[src/rtl/if_stage_fetchq.sv]
// rtl/if_stage_fetchq.sv - fetch unit with outstanding-request tracking and instruction queue ahead of ID
// Optional IF_BYPASS_EN: a response arriving at an empty queue is presented to ID in the same cycle.
module if_stage_fetchq #(
    parameter logic [31:0] PC_RESET   = 32'h1C000000,
    parameter int          IBUF_DEPTH = 4,
    parameter int          MAX_OUTST  = 2
) (
    input  logic        clk,
    input  logic        reset,
    input  logic        ds_allowin,
    input  logic [33:0] br_bus,
    input  logic        wb_ex,
    input  logic        wb_ertn,
    input  logic [31:0] csr_eentry,
    input  logic [31:0] csr_era,
    output logic        fs_to_ds_valid,
    output logic [64:0] fs_to_ds_bus,
    output logic        inst_sram_req,
    output logic        inst_sram_wr,
    output logic [3:0]  inst_sram_wstrb,
    output logic [1:0]  inst_sram_size,
    output logic [31:0] inst_sram_addr,
    output logic [31:0] inst_sram_wdata,
    input  logic [31:0] inst_sram_rdata,
    input  logic        inst_sram_addr_ok,
    input  logic        inst_sram_data_ok
);

    localparam int OW  = $clog2(MAX_OUTST + 1);
    localparam int QW  = $clog2(IBUF_DEPTH + 1);
    localparam int QPW = $clog2(IBUF_DEPTH);
    localparam int TPW = (MAX_OUTST > 1) ? $clog2(MAX_OUTST) : 1;

    logic [31:0]    fetch_pc;
    logic [31:0]    pend_addr;
    logic           pend;
    logic           stale;
    logic           halt;
    logic [OW-1:0]  outst;
    logic [OW-1:0]  outst_n;
    logic [OW-1:0]  discard;
    logic [OW-1:0]  discard_n;

    logic [64:0]    q_mem [IBUF_DEPTH];
    logic [QPW-1:0] q_head;
    logic [QPW-1:0] q_tail;
    logic [QW-1:0]  q_count;
    logic [31:0]    tag_mem [MAX_OUTST];
    logic [TPW-1:0] tag_wp;
    logic [TPW-1:0] tag_rp;

    logic           br_cancel;
    logic           br_taken;
    logic           redirect;
    logic           flush;
    logic [31:0]    target;
    logic           can_issue;
    logic           hs;
    logic           q_empty;
    logic           q_full;
    logic           bypass;
    logic           push_resp;
    logic           adef_push;
    logic           q_push;
    logic           q_pop;
    logic [64:0]    resp_entry;
    logic [64:0]    q_wdata;

    function automatic logic [TPW-1:0] tag_next(input logic [TPW-1:0] p);
        return (int'(p) == MAX_OUTST - 1) ? '0 : p + TPW'(1);
    endfunction

    assign br_cancel = br_bus[33];
    assign br_taken  = br_bus[32];
    assign redirect  = wb_ex | wb_ertn | br_taken;
    assign flush     = redirect | br_cancel;

    always_comb begin
        target = br_bus[31:0];
        if (wb_ex)
            target = csr_eentry;
        else if (wb_ertn)
            target = csr_era;
    end

    // A request once raised stays up with its address until accepted, even across a redirect.
    assign can_issue = ~pend & ~stale & ~halt & (fetch_pc[1:0] == 2'b00)
                     & ((int'(outst) + int'(q_count)) < IBUF_DEPTH)
                     & (int'(outst) < MAX_OUTST);
    assign inst_sram_req   = ~reset & (pend | can_issue);
    assign inst_sram_addr  = pend ? pend_addr : fetch_pc;
    assign inst_sram_wr    = 1'b0;
    assign inst_sram_wstrb = 4'b0000;
    assign inst_sram_size  = 2'b10;
    assign inst_sram_wdata = 32'h0;
    assign hs              = inst_sram_req & inst_sram_addr_ok;

    assign q_empty    = (q_count == '0);
    assign q_full     = (q_count == QW'(IBUF_DEPTH));
    assign resp_entry = {1'b0, inst_sram_rdata, tag_mem[tag_rp]};

`ifdef IF_BYPASS_EN
    assign bypass = ~reset & inst_sram_data_ok & q_empty & (discard == '0) & ~flush;
`else
    assign bypass = 1'b0;
`endif

    assign fs_to_ds_valid = ~reset & (~q_empty | bypass);
    assign fs_to_ds_bus   = bypass ? resp_entry : q_mem[q_head];
    assign q_pop          = ~reset & ~q_empty & ds_allowin;

    assign push_resp = inst_sram_data_ok & (discard == '0) & ~redirect & ~(bypass & ds_allowin);
    assign adef_push = (fetch_pc[1:0] != 2'b00) & ~halt & ~pend & (outst == '0)
                     & (discard == '0) & ~q_full & ~flush;
    assign q_push    = push_resp | adef_push;
    assign q_wdata   = adef_push ? {1'b1, 32'h0, fetch_pc} : resp_entry;

    always_comb begin
        outst_n = outst;
        if (hs & ~inst_sram_data_ok)
            outst_n = outst + OW'(1);
        else if (~hs & inst_sram_data_ok)
            outst_n = outst - OW'(1);
    end

    // After a redirect every request still in flight is stale, so discard tracks outst exactly.
    always_comb begin
        discard_n = discard;
        if (redirect)
            discard_n = outst_n;
        else begin
            case ({hs & stale, inst_sram_data_ok & (discard != '0)})
                2'b10:   discard_n = discard + OW'(1);
                2'b01:   discard_n = discard - OW'(1);
                default: discard_n = discard;
            endcase
        end
    end

    always_ff @(posedge clk) begin
        if (reset) begin
            fetch_pc  <= PC_RESET;
            pend      <= 1'b0;
            pend_addr <= 32'h0;
            stale     <= 1'b0;
            halt      <= 1'b0;
            outst     <= '0;
            discard   <= '0;
            q_head    <= '0;
            q_tail    <= '0;
            q_count   <= '0;
            tag_wp    <= '0;
            tag_rp    <= '0;
        end else begin
            outst     <= outst_n;
            discard   <= discard_n;
            pend      <= inst_sram_req & ~inst_sram_addr_ok;
            if (inst_sram_req & ~inst_sram_addr_ok)
                pend_addr <= inst_sram_addr;
            stale     <= redirect ? (inst_sram_req & ~inst_sram_addr_ok) : (stale & ~hs);
            if (redirect)
                halt <= 1'b0;
            else if (adef_push)
                halt <= 1'b1;
            if (redirect)
                fetch_pc <= target;
            else if (hs & ~stale)
                fetch_pc <= fetch_pc + 32'd4;
            if (hs)
                tag_wp <= tag_next(tag_wp);
            if (inst_sram_data_ok)
                tag_rp <= tag_next(tag_rp);
            if (flush) begin
                q_head  <= '0;
                q_tail  <= q_push ? QPW'(1) : '0;
                q_count <= q_push ? QW'(1) : '0;
            end else begin
                if (q_push)
                    q_tail <= q_tail + QPW'(1);
                if (q_pop)
                    q_head <= q_head + QPW'(1);
                q_count <= q_count + QW'(q_push) - QW'(q_pop);
            end
        end
    end

    always_ff @(posedge clk) begin
        if (q_push)
            q_mem[flush ? '0 : q_tail] <= q_wdata;
        if (hs)
            tag_mem[tag_wp] <= inst_sram_addr;
    end

endmodule

[config.mk]
export PLATFORM = sky130hd
export DESIGN_NAME = if_stage_fetchq
export DESIGN_NICKNAME = d
export VERILOG_FILES = /design/src/rtl/if_stage_fetchq.sv
export SDC_FILE = /design/constraint.sdc
export NUM_CORES = 1
export LEC_CHECK = 0
export BUFFER_PORTS_ARGS = -buffer_cell sky130_fd_sc_hd__buf_2
export CAP_MARGIN = 0
export CORE_MARGIN = 2
export CORE_UTILIZATION = 45
export DETAILED_ROUTE_END_ITERATION = 8
export GPL_TIMING_DRIVEN = 0
export PLACE_DENSITY_LB_ADDON = 0.12
export SYNTH_ARGS = -nofsm -noshare
export SYNTH_HDL_FRONTEND = slang
export SYNTH_SLANG_ARGS = --single-unit
[constraint.sdc]
create_clock -name clk -period 5.95 [get_ports clk]
set_input_delay 0 -clock clk [delete_from_list [all_inputs] [get_ports clk]]
set_output_delay 0 -clock clk [all_outputs]
set_load 0.005 [all_outputs]
==> impl_metrics.ini, run 1 <==
[placement]
hpwlAfterDp_mm = 31.5
io_buffer_count = 235
routabilityCongestion = 0.888
place_area_um2 = 19700

[global_routing]
grt_antenna_before_repair = 0
grt_overflow_total = 0
grt_max_degree = 33
grt_pass1_vias = 11572
gr-usage-all-layers_pct = 22.0
wire_length_of_the_first_global_routing_pass_mm = 68.2

[layout]
antennaDiodeCount = 0
stdcell_area_um2 = 21900
fillCellCount = 3135
area.growth.synth_to_final_pct = 25.9
drive_above_1_share_pct = 29.0
finish.net_count = 1784
multiInputGateArea_um2 = 5500
regArea_um2 = 11400

[route]
drt-vias-per-instance = 5.33
ant_nets = 0
wire_length_per_cell_after_detailed_routing_um = 20.3
drc_errors = 0
detail_route.wirelength_mm = 44.4
first_pass_iters = 5
first_iter_violations = 1026
vias = 11634

[sta]
finalWorstPathRequiredPeriod_ns = 3.60
timing.slew.headroom_pct = 36.7
report.final.slew_viol_count = 0
finalSetupViolCount = 0
fin_skew_ns = 0.0203
maximum_clock_rate_ghz = 0.277
rsz0062_at_grt = no
timing.setup.tns_ns = 0
hold_violations = 0
fin_crit_sh_pct = 60.6
max_slew.worst_pin.slew_ns = 0.948

[logic_synthesis]
library_cell_with_the_largest_summed_area_after_synthesis = sky130_fd_sc_hd__edfxtp_1
postSynthAreaPerCell_um2 = 14.1
synth_enable_flop_cells = 324
yosys_warnings = 0
synth_sequential_area_ratio_pct = 65.6
synth_top_area_share_pct = 56.0
postSynthCellCount = 1231
yosys_most_used_dff = sky130_fd_sc_hd__edfxtp_1
synth.top_cells.by_area = sky130_fd_sc_hd__edfxtp_1, sky130_fd_sc_hd__dfxtp_1, sky130_fd_sc_hd__mux4_2
post_synth_num_cell_types = 63
async_reset_ff_share_pct = 0
synthesis.area_um2 = 17400
post_synth_most_frequent_cells = sky130_fd_sc_hd__edfxtp_1, sky130_fd_sc_hd__nand2_1, sky130_fd_sc_hd__dfxtp_1, sky130_fd_sc_hd__mux4_2, sky130_fd_sc_hd__o21ai_0
ys_ff_latch = 407
yosys.cell_count.top_type = sky130_fd_sc_hd__edfxtp_1

[cts]
clock_tree.htree_level_count = 2
post-cts-setup-buffer-count = 0
tritoncts = yes
insertion_delay_ns = 0.55
postCtsResizedCells = 0
cts.hold.buffers_added = 79
ctsRootBufferMaster = sky130_fd_sc_hd__clkbuf_16
cts.clk_slew.worst_paths_ns = 0.06
number_of_clock_sinks = 407
max-clock-path-buffers = 3
numCtsBuffers = 42

[floorplanning]
floorplan.initialDensity_pct = 45.9
ioPinCount = 275
rows = 71
die_area_um2 = 40200
core_area_um2 = 37800
die_x_um = 200
die_height_um = 200

[pwr]
power_density_nw_per_um2 = 291
power.static_leakage_nw = 7.89
maximum_vdd_drop_mv = 0.156
overall_power_consumption_w = 0.00636

[critical_path]
worstSetupEndpointType = flip-flop
criticalPathCategory = flip-flop to flip-flop
crit_fanout = 26
start_kind = flip-flop
cp_data_required_time_ns = 6.17
critPathArrivalTime_ns = 3.83

[outcome]
outcome = completed

[worst_hold_path]
hold_path.class = primary input to flip-flop

[job]
maxCapViolCount = 0
==> cell type report <==
cell class,instances,area share [%]
timing repair buffer,329,10.6
sequential,407,52.1
clock buffer,57,5.59
inverter,11,0.189
tap,511,2.92
multi-input combinational,734,25.2
buffer,116,2.78
clock inverter,17,0.624
==> layout by cell type, fill, tap and decap left out, types with 5 or more instances in the layout <==
cell,count
sky130_fd_sc_hd__a211oi_1,18
sky130_fd_sc_hd__a21oi_1,25
sky130_fd_sc_hd__a22oi_1,13
sky130_fd_sc_hd__and3_1,6
sky130_fd_sc_hd__buf_1,12
sky130_fd_sc_hd__buf_16,9
sky130_fd_sc_hd__buf_2,253
sky130_fd_sc_hd__buf_4,39
sky130_fd_sc_hd__clkbuf_1,52
sky130_fd_sc_hd__clkbuf_16,45
sky130_fd_sc_hd__clkbuf_8,5
sky130_fd_sc_hd__clkinv_1,8
sky130_fd_sc_hd__clkinv_2,5
sky130_fd_sc_hd__conb_1,39
sky130_fd_sc_hd__dfxtp_1,83
sky130_fd_sc_hd__dlygate4sd3_1,79
sky130_fd_sc_hd__edfxtp_1,324
sky130_fd_sc_hd__ha_1,5
sky130_fd_sc_hd__inv_1,9
sky130_fd_sc_hd__mux2_2,32
sky130_fd_sc_hd__mux2i_1,39
sky130_fd_sc_hd__mux4_2,65
sky130_fd_sc_hd__nand2_1,148
sky130_fd_sc_hd__nand2b_1,6
sky130_fd_sc_hd__nand3_1,49
sky130_fd_sc_hd__nand4_1,8
sky130_fd_sc_hd__nor2_1,46
sky130_fd_sc_hd__nor2b_1,36
sky130_fd_sc_hd__nor3_1,14
sky130_fd_sc_hd__nor4_1,12
sky130_fd_sc_hd__o21a_1,5
sky130_fd_sc_hd__o21ai_0,65
sky130_fd_sc_hd__o22ai_1,17
sky130_fd_sc_hd__o31ai_1,5
sky130_fd_sc_hd__or3_1,6
sky130_fd_sc_hd__or4_1,5
sky130_fd_sc_hd__xnor2_1,13
==> through the flow <==
step	instances	hold WS (ns)	utilization (%)	setup WS, ns
final	2182	0.0257	57.8	2.35
after detailed placement	2029	0.233	52.1	2.32
after CTS	2182	0.00128	57.8	2.28
after floorplan	1268	0.135	-	1.27
after global placement	2014	0.226	51.1	-1.80
after global routing	2182	0.0263	57.8	2.02
==> final timing paths <==
kind / startpoint / endpoint / slack, ns / depth (start not counted)
setup / recovery: pend / q_mem[3][36] / 2.35 / 7
setup reg to reg: pend / q_mem[3][36] / 2.35 / 7
hold reg to reg: pend_addr[9] / pend_addr[9] / 0.46 / 2
hold / removal: br_bus[28] / fetch_pc[28] / 0.03 / 5
==> report_power, final <==
group	internal [W]	switching [W]	total, W
Sequential	0.00316	0.0000521	0.00322
Combinational	0.000248	0.000319	0.000566
Clock	0.00152	0.00105	0.00257
Total	0.00493	0.00142	0.00636
==> cell families after synthesis <==
logic type,Yosys count,share of synthesized area [%]
compound gates,174,6.36
xor+xnor,17,0.858
fa+ha+maj,6,0.476
buf+inv,127,3.73
flops,407,65.6
mux,136,12.8
other cells,2,0.0433
simple gates,362,10.2
==> sequential cells by signal, summed over array words and instances, names as in the netlist, named ones only <==
signal / flops
q_mem: 260
discard: 2
tag_mem: 64
stale: 1
pend_addr: 32
q_tail: 2
pend: 1
tag_rp: 1
tag_wp: 1
halt: 1
outst: 2
q_head: 2
fetch_pc: 32
q_count: 3
==> layer usage <==
layer | global-route usage (%) | share of wire (%) | vias up
met4 | 4.60 | 1.3 | 0
met5 | 0 | 0 | -
met3 | 3.64 | 5.7 | 47
met2 | 37.9 | 49 | 417
li1 | - | - | 5454
met1 | 29.4 | 44 | 5716
==> critical path: stages, from the launching register on <==
cell and delay, ns:
sky130_fd_sc_hd__dfxtp_1 0.35, sky130_fd_sc_hd__clkbuf_1 0.28, sky130_fd_sc_hd__nor3b_1 0.31, sky130_fd_sc_hd__nand3b_1 0.12
sky130_fd_sc_hd__nor3_2 0.76, sky130_fd_sc_hd__o21ai_0 0.49, sky130_fd_sc_hd__nor2_4 0.66, sky130_fd_sc_hd__buf_12 0.28
Note: power is estimated with default switching activity, not from simulation.
==> inputs of run 2 (changes only) <==
Clock period 5.95 ns to 3.6 ns, I/O delays scaled along.
==> impl_metrics.ini, run 2 (synthesized netlist as in run 1, its figures left out) <==
[outcome]
outcome = completed

[global_routing]
wire_length_of_the_first_global_routing_pass_mm = 68.3
groute.layer.met2.usage_pct = 37.8
globalRoute.busiestLayer = met2
grt_pass1_vias = 11654
gr-usage-all-layers_pct = 21.9
met3_usage_pct = 3.18
grt_max_degree = 33
grt_antenna_before_repair = 0
grt_overflow_total = 0
grt.met1_usage_pct = 29.2

[sta]
finalSetupViolCount = 0
max_slew.worst_pin.slew_ns = 0.917
finalWorstPathRequiredPeriod_ns = 3.32
timing.setup.tns_ns = 0
timing.slew.headroom_pct = 38.9
fin_ws_ns = 0.279
report.final.slew_viol_count = 0
hold_violations = 0
fin_skew_ns = 0.0176
fin_crit_sh_pct = 92.3
maximum_clock_rate_ghz = 0.301
rsz0062_at_grt = no

[layout]
finish.net_count = 1788
area.growth.synth_to_final_pct = 26.8
largest_registers = q_mem: 260 flops, tag_mem: 64 flops
final_common_cell = sky130_fd_sc_hd__edfxtp_1
largest_reg_flops = 260
largest_register = q_mem
most_frequent_cells_in_the_layout = sky130_fd_sc_hd__edfxtp_1, sky130_fd_sc_hd__buf_2, sky130_fd_sc_hd__nand2_1
final-instance-count-excl-fill = 2190
antennaDiodeCount = 0
drive_above_1_share_pct = 29.5
final_cell_utilization_of_the_core_pct = 58.2

[critical_path]
cpPeakStageDelay_ns = 0.67
timing.critical_path.slowest_stage_cell = sky130_fd_sc_hd__nor3_2
criticalPathCategory = flip-flop to flip-flop
cp_data_required_time_ns = 3.84
path_cells = clkbuf_1 -> nor3b_1 -> nand3b_1 -> nor3_2 -> o21ai_0 -> nor3_4 -> buf_12 -> buf_16 -> buf_8
worstSetupEndpointType = flip-flop
start_kind = flip-flop
timing.reg2reg.worst_path_depth = 9
worst-path-buf-inv = 4
cpLargestDelayFamily = simple AND/OR/NAND/NOR gates
worst-path-stages = 9
critPathArrivalTime_ns = 3.56
crit_fanout = 12

[pwr]
power.static_leakage_nw = 7.95
cell_internal_pwr_w = 0.00842
share_seq_of_total_power_pct = 49.0
overall_power_consumption_w = 0.0108
switchingPower_w = 0.00242
power_density_nw_per_um2 = 493
netSwitchingFraction_pct = 22.4
maximum_vdd_drop_mv = 0.280
combinationalPowerShare_pct = 8.6
clockPowerShare_pct = 42.4

[floorplanning]
core_area_um2 = 37800
floorplan.initialDensity_pct = 45.9
ioPinCount = 275
die_x_um = 200
rows = 71
die_area_um2 = 40200
die_height_um = 200

[route]
wire_length_per_cell_after_detailed_routing_um = 20.5
drt-vias-per-instance = 5.33
first_iter_violations = 747
drc_errors = 0
detail_route.wirelength_mm = 44.9
first_pass_iters = 6
ant_nets = 0
vias = 11680

[cts]
clock_tree.htree_level_count = 2
tritoncts = yes
cts.clk_slew.worst_paths_ns = 0.06
number_of_clock_sinks = 407
numCtsBuffers = 42
insertion_delay_ns = 0.54
max-clock-path-buffers = 3
ctsRootBufferMaster = sky130_fd_sc_hd__clkbuf_16

[job]
maxCapViolCount = 0

[placement]
placed_cells_incl_taps = 2028
hpwlAfterDp_mm = 31.8
dpl_worst_slack_ns = -0.216
io_buffer_count = 235
routabilityCongestion = 0.915

[worst_hold_path]
hold_path.class = primary input to flip-flop
hold_depth = 4
==> run 2: cell count changes in the layout (fill, tap and decap cells not counted), moves of 2 or more <==
cell,previous run,this run
sky130_fd_sc_hd__buf_12,4,9
sky130_fd_sc_hd__buf_16,9,5
sky130_fd_sc_hd__bufinv_16,2,6
sky130_fd_sc_hd__clkbuf_8,5,1
sky130_fd_sc_hd__clkinvlp_4,1,4
sky130_fd_sc_hd__buf_4,39,41
sky130_fd_sc_hd__buf_8,2,4
sky130_fd_sc_hd__clkinv_1,8,6
sky130_fd_sc_hd__clkinv_4,1,3
==> run 2: cell type report <==
type | count | area, um2
plain buffers | 116 | 607
flip-flops and latches | 407 | 11400
repair buffers | 333 | 2350
multi-input cells | 734 | 5500
clock inverters | 24 | 292
fillers | 3110 | 15800
inverters | 11 | 41.3
well taps | 511 | 639
clock buffers | 54 | 1190
==> run 2: power by group through the flow <==
| stage | clock network (W) | registers (W) | logic [W] |
|---|---|---|---|
| floorplan | 0 | 0.00538 | 0.000521 |
| global placement | 0 | 0.00541 | 0.000836 |
| detailed placement | 0 | 0.00541 | 0.000857 |
| CTS | 0.00469 | 0.00531 | 0.000931 |
| global route | 0.00486 | 0.00532 | 0.00101 |
| finish | 0.00459 | 0.00532 | 0.000934 |
==> run 2: stage by stage <==
stage               hold WS (ns)  cell area [um2]
floorplan                  0.135            17500
global placement           0.240            19300
detailed placement         0.242            19700
CTS                      0.00170            22000
global route              0.0291            22000
finish                    0.0265            22000
==> run 2: final timing paths <==
path | to | start | slack (ns)
min | fetch_pc[21] | csr_eentry[21] | 0.03
min reg2reg | pend_addr[1] | pend_addr[1] | 0.45
max | q_mem[1][6] | pend | 0.28
max reg2reg | q_mem[1][6] | pend | 0.28
==> run 2: worst register-to-register path: stages, from the launching register on <==
cell	delay [ns]
sky130_fd_sc_hd__dfxtp_1	0.34
sky130_fd_sc_hd__clkbuf_1	0.27
sky130_fd_sc_hd__nor3b_1	0.33
sky130_fd_sc_hd__nand3b_1	0.13
sky130_fd_sc_hd__nor3_2	0.67
sky130_fd_sc_hd__o21ai_0	0.48
sky130_fd_sc_hd__nor3_4	0.32
sky130_fd_sc_hd__buf_12	0.16
sky130_fd_sc_hd__buf_16	0.15
sky130_fd_sc_hd__buf_8	0.17
==> run 2: per-layer routing <==
metal	part of all wire [%]	routed length [um]
met5	0	0
met4	2.4	1070
met3	5.4	2430
met2	49	22000
met1	43	19400
==> run 2: what timing repair did <==
action	CTS	global route
setup endpoints to repair	56	48
setup buffers	4	2
pin swaps	1	1
hold endpoints to repair	166	0
hold buffers	78	0
resized for setup	0	0
==> inputs of run 3 (changes only) <==
Clock period 3.6 ns to 4 ns, I/O delays scaled along.
==> impl_metrics.ini, run 3 (synthesized netlist as in run 1, its figures left out) <==
[layout]
largest_register = q_mem
largest_reg_flops = 260
largest_registers = q_mem: 260 flops, tag_mem: 64 flops
final_common_cell = sky130_fd_sc_hd__edfxtp_1
finish.net_count = 1780
antennaDiodeCount = 0
final_cell_utilization_of_the_core_pct = 57.7
most_frequent_cells_in_the_layout = sky130_fd_sc_hd__edfxtp_1, sky130_fd_sc_hd__buf_2, sky130_fd_sc_hd__nand2_1
stdcell_area_um2 = 21800
fillCellCount = 3093
drive_above_1_share_pct = 29.0
area.growth.synth_to_final_pct = 25.7

[cts]
numCtsBuffers = 42
postCtsResizedCells = 0
max-clock-path-buffers = 3
number_of_clock_sinks = 407
clock_tree.htree_level_count = 2
ctsRootBufferMaster = sky130_fd_sc_hd__clkbuf_16
tritoncts = yes
cts.clk_slew.worst_paths_ns = 0.06
insertion_delay_ns = 0.55

[sta]
rsz0062_at_grt = no
timing.setup.tns_ns = 0
finalWorstPathRequiredPeriod_ns = 3.69
fin_skew_ns = 0.0206
timing.slew.headroom_pct = 32.5
hold_violations = 0
report.final.slew_viol_count = 0
fin_ws_ns = 0.308
fin_crit_sh_pct = 92.3
maximum_clock_rate_ghz = 0.271
finalSetupViolCount = 0
max_slew.worst_pin.slew_ns = 1.01

[global_routing]
grt_antenna_before_repair = 0
gr-usage-all-layers_pct = 22.5
wire_length_of_the_first_global_routing_pass_mm = 69.6
grt_max_degree = 33
grt_pass1_vias = 11879
grt_overflow_total = 0

[outcome]
outcome = completed

[worst_hold_path]
hold_path.class = primary input to flip-flop
hold_depth = 5
timing.hold.worst.start = br_bus[16]
min_to = fetch_pc[16]

[route]
vias = 11657
first_pass_iters = 6
drt-vias-per-instance = 5.34
ant_nets = 0
detail_route.wirelength_mm = 45.5
wire_length_per_cell_after_detailed_routing_um = 20.8
drc_errors = 0
first_iter_violations = 933

[pwr]
power_density_nw_per_um2 = 433
overall_power_consumption_w = 0.00946
maximum_vdd_drop_mv = 0.253
power.static_leakage_nw = 7.87

[critical_path]
start_kind = flip-flop
path_cells = clkbuf_1 -> nor3b_1 -> nand3b_1 -> nor3_2 -> o21ai_0 -> nor2_4 -> buf_16 -> buf_16
cpLargestDelayFamily = simple AND/OR/NAND/NOR gates
cpPeakStageDelay_ns = 0.81
r2r-end = q_mem[3][55]
criticalPathCategory = flip-flop to flip-flop
timing.reg2reg.worst_path_depth = 8
timing.critical_path.slowest_stage_cell = sky130_fd_sc_hd__nor3_2
reg2reg_slack_ns = 0.31
worst-path-buf-inv = 3
worstSetupEndpointType = flip-flop
critPathArrivalTime_ns = 3.93
regToRegStartpoint = pend
cp_data_required_time_ns = 4.24
crit_fanout = 16
critical_path.most_common_cell = sky130_fd_sc_hd__buf_16

[placement]
hpwlAfterDp_mm = 32.5
io_buffer_count = 235
routabilityCongestion = 0.934
dpl_worst_slack_ns = -0.155
place_area_um2 = 19700

[floorplanning]
core_area_um2 = 37800
rows = 71
die_x_um = 200
floorplan.initialDensity_pct = 45.9
die_height_um = 200
die_area_um2 = 40200
ioPinCount = 275

[job]
maxCapViolCount = 0
==> run 3: area by class of cell <==
| cell class | instances | area (um2) | area share [%] |
|---|---|---|---|
| multi-input combinational | 734 | 5500 | 25.2 |
| tap | 511 | 639 | 2.93 |
| buffer | 116 | 607 | 2.78 |
| sequential | 407 | 11400 | 52.2 |
| clock inverter | 13 | 118 | 0.539 |
| inverter | 11 | 41.3 | 0.189 |
| clock buffer | 65 | 1250 | 5.73 |
| timing repair buffer | 325 | 2280 | 10.5 |
==> run 3: power breakdown <==
group          switching [W]  leakage [nW]  total [W]  internal (W)
Clock                0.00156         0.669    0.00384       0.00228
Sequential         0.0000771          3.60    0.00478       0.00471
Combinational       0.000475          3.60   0.000836      0.000361
Total                0.00211          7.87    0.00946       0.00735
==> run 3: worst max-delay path by stage <==
stage,from,endpoint,slack [ns],depth (start not counted)
floorplan,pend,q_mem[2][0],-0.22,5
global placement,wb_ex,q_mem[2][8],-2.73,6
CTS,pend,q_mem[3][55],0.24,8
finish,pend,q_mem[3][55],0.31,8
detailed placement,pend,q_mem[1][35],-0.15,9
global route,pend,q_mem[3][55],0.03,8
==> run 3: layer usage <==
metal | track usage (%) | vias to the layer above | part of all wire [%] | wire [um]
met5 | 0 | - | 0 | 0
met4 | 5.87 | 0 | 2.4 | 1090
met3 | 2.92 | 73 | 5.4 | 2470
met2 | 38.6 | 437 | 49 | 22200
met1 | 30.4 | 5705 | 43 | 19700
li1 | - | 5442 | - | -
==> run 3: metrics by stage <==
stage                     cells  hold WS [ns]
after floorplan            1268         0.135
after global placement     2014         0.249
after detailed placement   2029         0.248
after CTS                  2182      0.000537
after global routing       2182       0.00693
final                      2182        0.0129
==> run 3: worst min-delay path: cells and delay by family <==
family                 cells  cell delay, ns
AO/OA/AOI/OAI              3            0.34
AND/OR/NAND/NOR            1            0.08
buffers and inverters      1            0.08
==> run 3: timing repair <==
action	4_1_cts	5_1_grt
setup buffers	1	0
hold endpoints to repair	161	0
hold buffers	74	0
endpoints found under the setup margin	20	0
